<file path="config.mk">
export PLATFORM = sky130hd
export DESIGN_NAME = decryption_word_packer
export DESIGN_NICKNAME = d
export VERILOG_FILES = /design/src/rtl/decryption_pkg.sv /design/src/rtl/word_fifo.sv /design/src/rtl/decryption_word_packer.sv
export SDC_FILE = /design/constraint.sdc
export NUM_CORES = 1
export LEC_CHECK = 0
export ABC_CLOCK_PERIOD_IN_PS = 4100
export CORE_ASPECT_RATIO = 1.75
export CORE_UTILIZATION = 60
export CTS_CLUSTER_DIAMETER = 30
export DETAILED_ROUTE_END_ITERATION = 10
export PLACE_DENSITY_LB_ADDON = 0.08
export SETUP_SLACK_MARGIN = 0.05
export SYNTH_ARGS = -nofsm -noshare
export SYNTH_HDL_FRONTEND = slang
export SYNTH_SLANG_ARGS = --single-unit
</file>
<file path="constraint.sdc">
create_clock -name clk -period 4.1 [get_ports clk]
set_input_delay 0.615 -clock clk [delete_from_list [all_inputs] [get_ports clk]]
set_output_delay 0.615 -clock clk [all_outputs]
set_load 0.02 [all_outputs]
</file>
<file path="src/rtl/decryption_pkg.sv">
// Shared constants and FIFO entry type for the decryption datapath.
// The packer imports these so character width, terminator and word layout agree.
package decryption_pkg;

   localparam int unsigned SYS_DWIDTH = 8;
   localparam int unsigned MST_DWIDTH = 4 * SYS_DWIDTH;

   localparam logic [SYS_DWIDTH-1:0] TERM_CHAR = 8'hFA;
   localparam logic [SYS_DWIDTH-1:0] PAD_BYTE  = 8'h00;

   typedef struct packed {
      logic                  last;
      logic [MST_DWIDTH-1:0] word;
   } fifo_entry_t;

endpackage

</file>
<file path="src/rtl/word_fifo.sv">
// Synchronous FIFO of packed {last, word} entries with synchronous active-low reset.
// Pointers wrap modulo DEPTH; count is one bit wider so full and empty are distinct.
module word_fifo #(
   parameter int unsigned DEPTH = 4,
   parameter int unsigned WIDTH = 33
) (
   input  logic                     clk,
   input  logic                     rst_n,
   input  logic                     push,
   input  logic [WIDTH-1:0]         wdata,
   input  logic                     pop,
   output logic [WIDTH-1:0]         rdata,
   output logic                     full,
   output logic                     empty,
   output logic [$clog2(DEPTH):0]   count
);

   localparam int unsigned PW = $clog2(DEPTH);
   localparam int unsigned CW = PW + 1;

   logic [WIDTH-1:0] mem [DEPTH];
   logic [PW-1:0]    wptr;
   logic [PW-1:0]    rptr;
   logic             do_push;
   logic             do_pop;

   assign full    = (count == CW'(DEPTH));
   assign empty   = (count == '0);
   assign do_push = push && !full;
   assign do_pop  = pop && !empty;
   assign rdata   = mem[rptr];

   always_ff @(posedge clk) begin
      if (!rst_n) begin
         wptr  <= '0;
         rptr  <= '0;
         count <= '0;
      end else begin
         if (do_push) begin
            mem[wptr] <= wdata;
            wptr      <= wptr + 1'b1;
         end
         if (do_pop) begin
            rptr <= rptr + 1'b1;
         end
         case ({do_push, do_pop})
            2'b10:   count <= count + 1'b1;
            2'b01:   count <= count - 1'b1;
            default: count <= count;
         endcase
      end
   end

endmodule

</file>
<file path="src/rtl/decryption_word_packer.sv">
// Packs one ciphertext character per cycle into 32-bit words (first char in MSBs),
// buffers them, and hands each word to decryption_top only while busy_i is low.
module decryption_word_packer #(
   parameter int unsigned MST_DWIDTH = 32,
   parameter int unsigned SYS_DWIDTH = 8,
   parameter int unsigned FIFO_DEPTH = 4
) (
   input  logic                  clk,
   input  logic                  rst_n,
   input  logic [SYS_DWIDTH-1:0] char_i,
   input  logic                  char_valid_i,
   output logic                  char_ready_o,
   input  logic                  busy_i,
   output logic [MST_DWIDTH-1:0] data_o,
   output logic                  valid_o,
   output logic                  last_o
);

   import decryption_pkg::*;

   localparam int unsigned LANES = MST_DWIDTH / SYS_DWIDTH;
   localparam int unsigned LW    = $clog2(LANES);
   localparam int unsigned CW    = $clog2(FIFO_DEPTH) + 1;

   logic [LW-1:0]         lane;
   logic [MST_DWIDTH-1:0] asm_word;
   logic [MST_DWIDTH-1:0] packed_word;
   logic                  accept;
   logic                  is_term;
   logic                  complete;
   logic                  fifo_full;
   logic                  fifo_empty;
   logic                  fifo_pop;
   logic [CW-1:0]         fifo_count;
   fifo_entry_t           push_entry;
   fifo_entry_t           head_entry;

   // Ready looks only at the registered count, so a pop on a full FIFO frees no slot this cycle.
   assign char_ready_o = rst_n && (fifo_count < CW'(FIFO_DEPTH));
   assign accept       = char_valid_i && char_ready_o;
   assign is_term      = (char_i == TERM_CHAR);
   assign complete     = accept && (is_term || (lane == LW'(LANES - 1)));
   assign fifo_pop     = !fifo_empty && !busy_i;

   // Earlier lanes come from the assembly register, later ones are padded.
   always_comb begin
      packed_word = '0;
      for (int unsigned b = 0; b < LANES; b++) begin
         if (b < 32'(lane))
            packed_word[(LANES-1-b)*SYS_DWIDTH +: SYS_DWIDTH] = asm_word[(LANES-1-b)*SYS_DWIDTH +: SYS_DWIDTH];
         else if (b == 32'(lane))
            packed_word[(LANES-1-b)*SYS_DWIDTH +: SYS_DWIDTH] = char_i;
         else
            packed_word[(LANES-1-b)*SYS_DWIDTH +: SYS_DWIDTH] = PAD_BYTE;
      end
   end

   assign push_entry.last = is_term;
   assign push_entry.word = packed_word;

   word_fifo #(
      .DEPTH (FIFO_DEPTH),
      .WIDTH ($bits(fifo_entry_t))
   ) u_fifo (
      .clk   (clk),
      .rst_n (rst_n),
      .push  (complete && !fifo_full),
      .wdata (push_entry),
      .pop   (fifo_pop),
      .rdata (head_entry),
      .full  (fifo_full),
      .empty (fifo_empty),
      .count (fifo_count)
   );

   always_ff @(posedge clk) begin
      if (!rst_n) begin
         lane     <= '0;
         asm_word <= '0;
         data_o   <= '0;
         valid_o  <= 1'b0;
         last_o   <= 1'b0;
      end else begin
         if (accept) begin
            if (complete) begin
               lane     <= '0;
               asm_word <= '0;
            end else begin
               lane     <= lane + 1'b1;
               asm_word <= packed_word;
            end
         end
         valid_o <= fifo_pop;
         if (fifo_pop) begin
            data_o <= head_entry.word;
            last_o <= head_entry.last;
         end
      end
   end

endmodule

</file>
==> out/summary.md <==
The run finished with clean final reports. The number of flops mapped to enable cells by yosys is 132, and the area of the mapped netlist is 7770 sq um. The class of the tightest hold or removal check is register to register. The count of endpoints failing hold in the final timing report was 0.

The worst-margin pin slew was 0.788 ns. The quantity of hold-fixing buffers added after cts came out at 0. After synthesis, the share of cell area in mux cells is 11.2%. Dividing total power by cell area gives a power density of 436 nW/um^2. Max-cap violations in this run came to 0.

The tools report the post-CTS setup buffer count as 0. In this run the number of H-tree levels came out at 4. After filler insertion, the fill cell instance count of the layout stands at 887. The number of primary I/O pins came out at 47. At the worst endpoint, the arrival time is 3.38 ns. Clock latency on the worst-skew pair, taken at its later pin, is 0.43 ns. The logs give 5 for the first-pass iteration count of the detailed router and 553 for the synthesized netlist net count.

The worst hold path was traced through 2 stages. Data on the critical path is required at its endpoint by 4.46 ns. The area growth from synthesis to layout is 14.7%. The proportion of synthesized chip area in sequential cells came out at 68.3%.

In this run, CTS created clock tree buffers numbering 17. After routing, the total negative slack on setup checks comes to 0 ns. The routed via count divided by cell count works out to 5.79.

The routed wire length per instance came out at 19.8 microns. Of all nets on the critical path, the largest fanout is 20. For this block, the via count after detailed routing is 4,373. The first global-routing pass estimated 24,100 microns of wire. The synthesized area per cell was 14.7 sq um; the fraction of layout instances using a drive strength above 1 was 13.6%.

After the first detailed-routing iteration, the DRC count stood at 309. 0 antenna diodes ended up in the layout. Entering global routing, the biggest net connects 37 pins.

The number of cells on the worst reg-to-reg path was 10. In this run the vertical extent of the chip is 153 microns. Class of the most critical setup path: register to register.

The logs give 0 for the number of antenna violations at the first check in global routing and 0.00282 uW for the static power due to leakage. TritonCTS built the clock tree. The Yosys step of the flow raised 0 warnings.

The number of different library cells used by synthesis comes to 37. The number of global-route vias before repair is 4,523. The root cell of the clock tree is clkbuf_16. The logs give 9770 microns for the placed wire-length estimate after detailed placement and 15,000 microns for the final wirelength. Port buffering added 46 buffers. The tools report the global routing usage summed across all routing layers as 24.8%.

The detail route stage leaves a number of antenna-violating nets equal to 0. Across the routed clock network, the largest skew measured is 0.0117 ns. The total of flip-flops plus latches after synthesis came out at 199.

The initial utilization of the core area, before any placement, comes to 61.8%. For this run, design rule violations remaining after detail routing come to 0. The post-cts resize count was 0; the weighted congestion reported at the end of routability-driven placement was 0.865. The run gives 13,400 sq um as the die footprint. For the maximum VDD drop, the log shows 299 uV. The fraction of registers with async set or reset after synthesis works out to 0%. Setup repair after global routing left no endpoint under its margin.

The net count reported at finish is 597, and the cell area reported after detailed placement is 8330 sq um. STA classifies the critical path startpoint as a register. The main flop type after synthesis is edfxtp_1.

The worst-case setup margin in the final layout was 1.07 ns; the worst slack after detailed placement was 0.757 ns. The maximum buffer depth of the clock tree is 2, and the ratio of final minimum period to clock period is 73.8%. The share of synthesized cell area in full adder, half adder and majority cells was 1.87%; the share of the synthesized area in compound gates (AO/OA/AOI/OAI) was 6.75%. The number of placement rows was 54. STA classifies the critical path endpoint as a register.

The tools report the worst slew margin relative to its limit as 46.9%. After clock tree synthesis, the clock-pin slew on the worst setup and hold paths is 0.07 ns. The cell count after synthesis was 530; the fraction of synthesized cell area in xor and xnor cells was 0.451%.

By area, the combinational part of the netlist is dominated by multiplexers. CTS saw 199 sinks. The logs give 0 for the global-route congestion overflow total and 0 for the max-slew violation count. Setup violations remaining at the end of the flow were counted as 0. After layout, the minimum clock period comes to 3.03 ns. The total area inside the core boundary comes to 12,600 sq um. Of the total synthesized cell area, the portion taken by AND, OR, NAND and NOR gates is 8.39%. Summing all non-filler instances in the final layout gives an area of 8920 sq um. Timing would allow up to 330 MHz. The floorplan step set the die width to 88.0 microns.
## final timing paths
path              slack, ns  startpoint         endpoint
setup / recovery       1.07     lane[1]  u_fifo.count[2]
hold / removal         0.45  data_o[22]       data_o[22]
setup reg to reg       1.07     lane[1]  u_fifo.count[2]
hold reg to reg        0.45  data_o[22]       data_o[22]
## synthesized netlist by cell type (2+ instances only)
master    number  area (sq um)
buf_2         12          60.1
clkbuf_1       5          18.8
nor2_1        10          37.5
inv_1          8          30.0
buf_6          7          78.8
buf_4          4          30.0
o21ai_0       42           210
nor3_4         2          32.5
ha_1          10           125
mux2_2         8          90.1
clkbuf_2       2          10.0
edfxtp_1     132          3960
o21ai_1       10          50.1
xor2_1         2          17.5
and3_1         4          25.0
a32o_1        16           160
a21oi_1       14          70.1
dfxtp_1       67          1340
mux4_1        10           263
and2_1         8          50.1
xnor2_1        2          17.5
mux4_2        23           518
nand3_1        2          10.0
nand2_1      117           439
## where the power goes
part	internal, uW	switching, uW
logic	39.8	69.7
registers	2140	9.60
clock network	868	763
total	3050	842
## flip-flops by register name, summed over array words and instances, names as in the netlist
name and count:
u_fifo.mem 132, asm_word 24, data_o 32, u_fifo.wptr 2, lane 2, last_o 1, valid_o 1, u_fifo.rptr 2
u_fifo.count 3
## cell type report
cell class	instances	area (sq um)	share of cell area [%]
Clock inverter	14	161	1.81
Clock buffer	18	429	4.81
Inverter	9	33.8	0.379
Tap cell	168	210	2.36
Timing Repair Buffer	56	548	6.14
Sequential cell	199	5310	59.5
Multi-Input combinational cell	291	2230	25.0
## metal layers
layer  global-route usage [%]  part of all wire, %
met1                     30.2                   41
met2                     42.8                   54
met3                     5.09                  3.7
met4                     9.75                  2.0
met5                        0                    0
## through the flow
step,std cells,utilization (%),total power [uW],hold WS (ns)
2_1_floorplan,530,-,2260,0.437
3_3_place_gp,723,66.3,2300,0.435
3_5_place_dp,723,66.3,2310,0.443
4_1_cts,755,71.0,3920,0.453
5_1_grt,755,71.0,4000,0.473
6_report,755,71.0,3890,0.449
## logic make-up (layout without fill, tap and decap cells)
group	count (synthesis)	count (layout)
flip-flops	199	199
AND/OR/NAND/NOR	150	150
AO/OA/AOI/OAI	85	85
multiplexers	41	41
buffers and inverters	40	97
adder cells (fa/ha/maj)	11	11
XOR/XNOR	4	4
## placed cells by master (no fill, tap or decap), types with 10 or more instances in the layout
master / n
clkbuf_16: 17
edfxtp_1: 132
ha_1: 10
o21ai_0: 42
a21oi_1: 14
nand2_1: 117
mux4_1: 10
dfxtp_1: 66
clkdlybuf4s50_1: 46
a32o_1: 16
mux4_2: 23
o21ai_1: 10
## critical path, stage by stage (launching register included)
cell,delay (ns)
dfxtp_1,0.52
ha_1,0.41
o21ba_2,0.61
nor2_1,0.09
inv_1,0.08
ha_1,0.19
inv_1,0.06
fa_1,0.38
xor2_1,0.16
or3_1,0.31
a21oi_1,0.14
No activity file was read; power rests on OpenSTA's default activity.
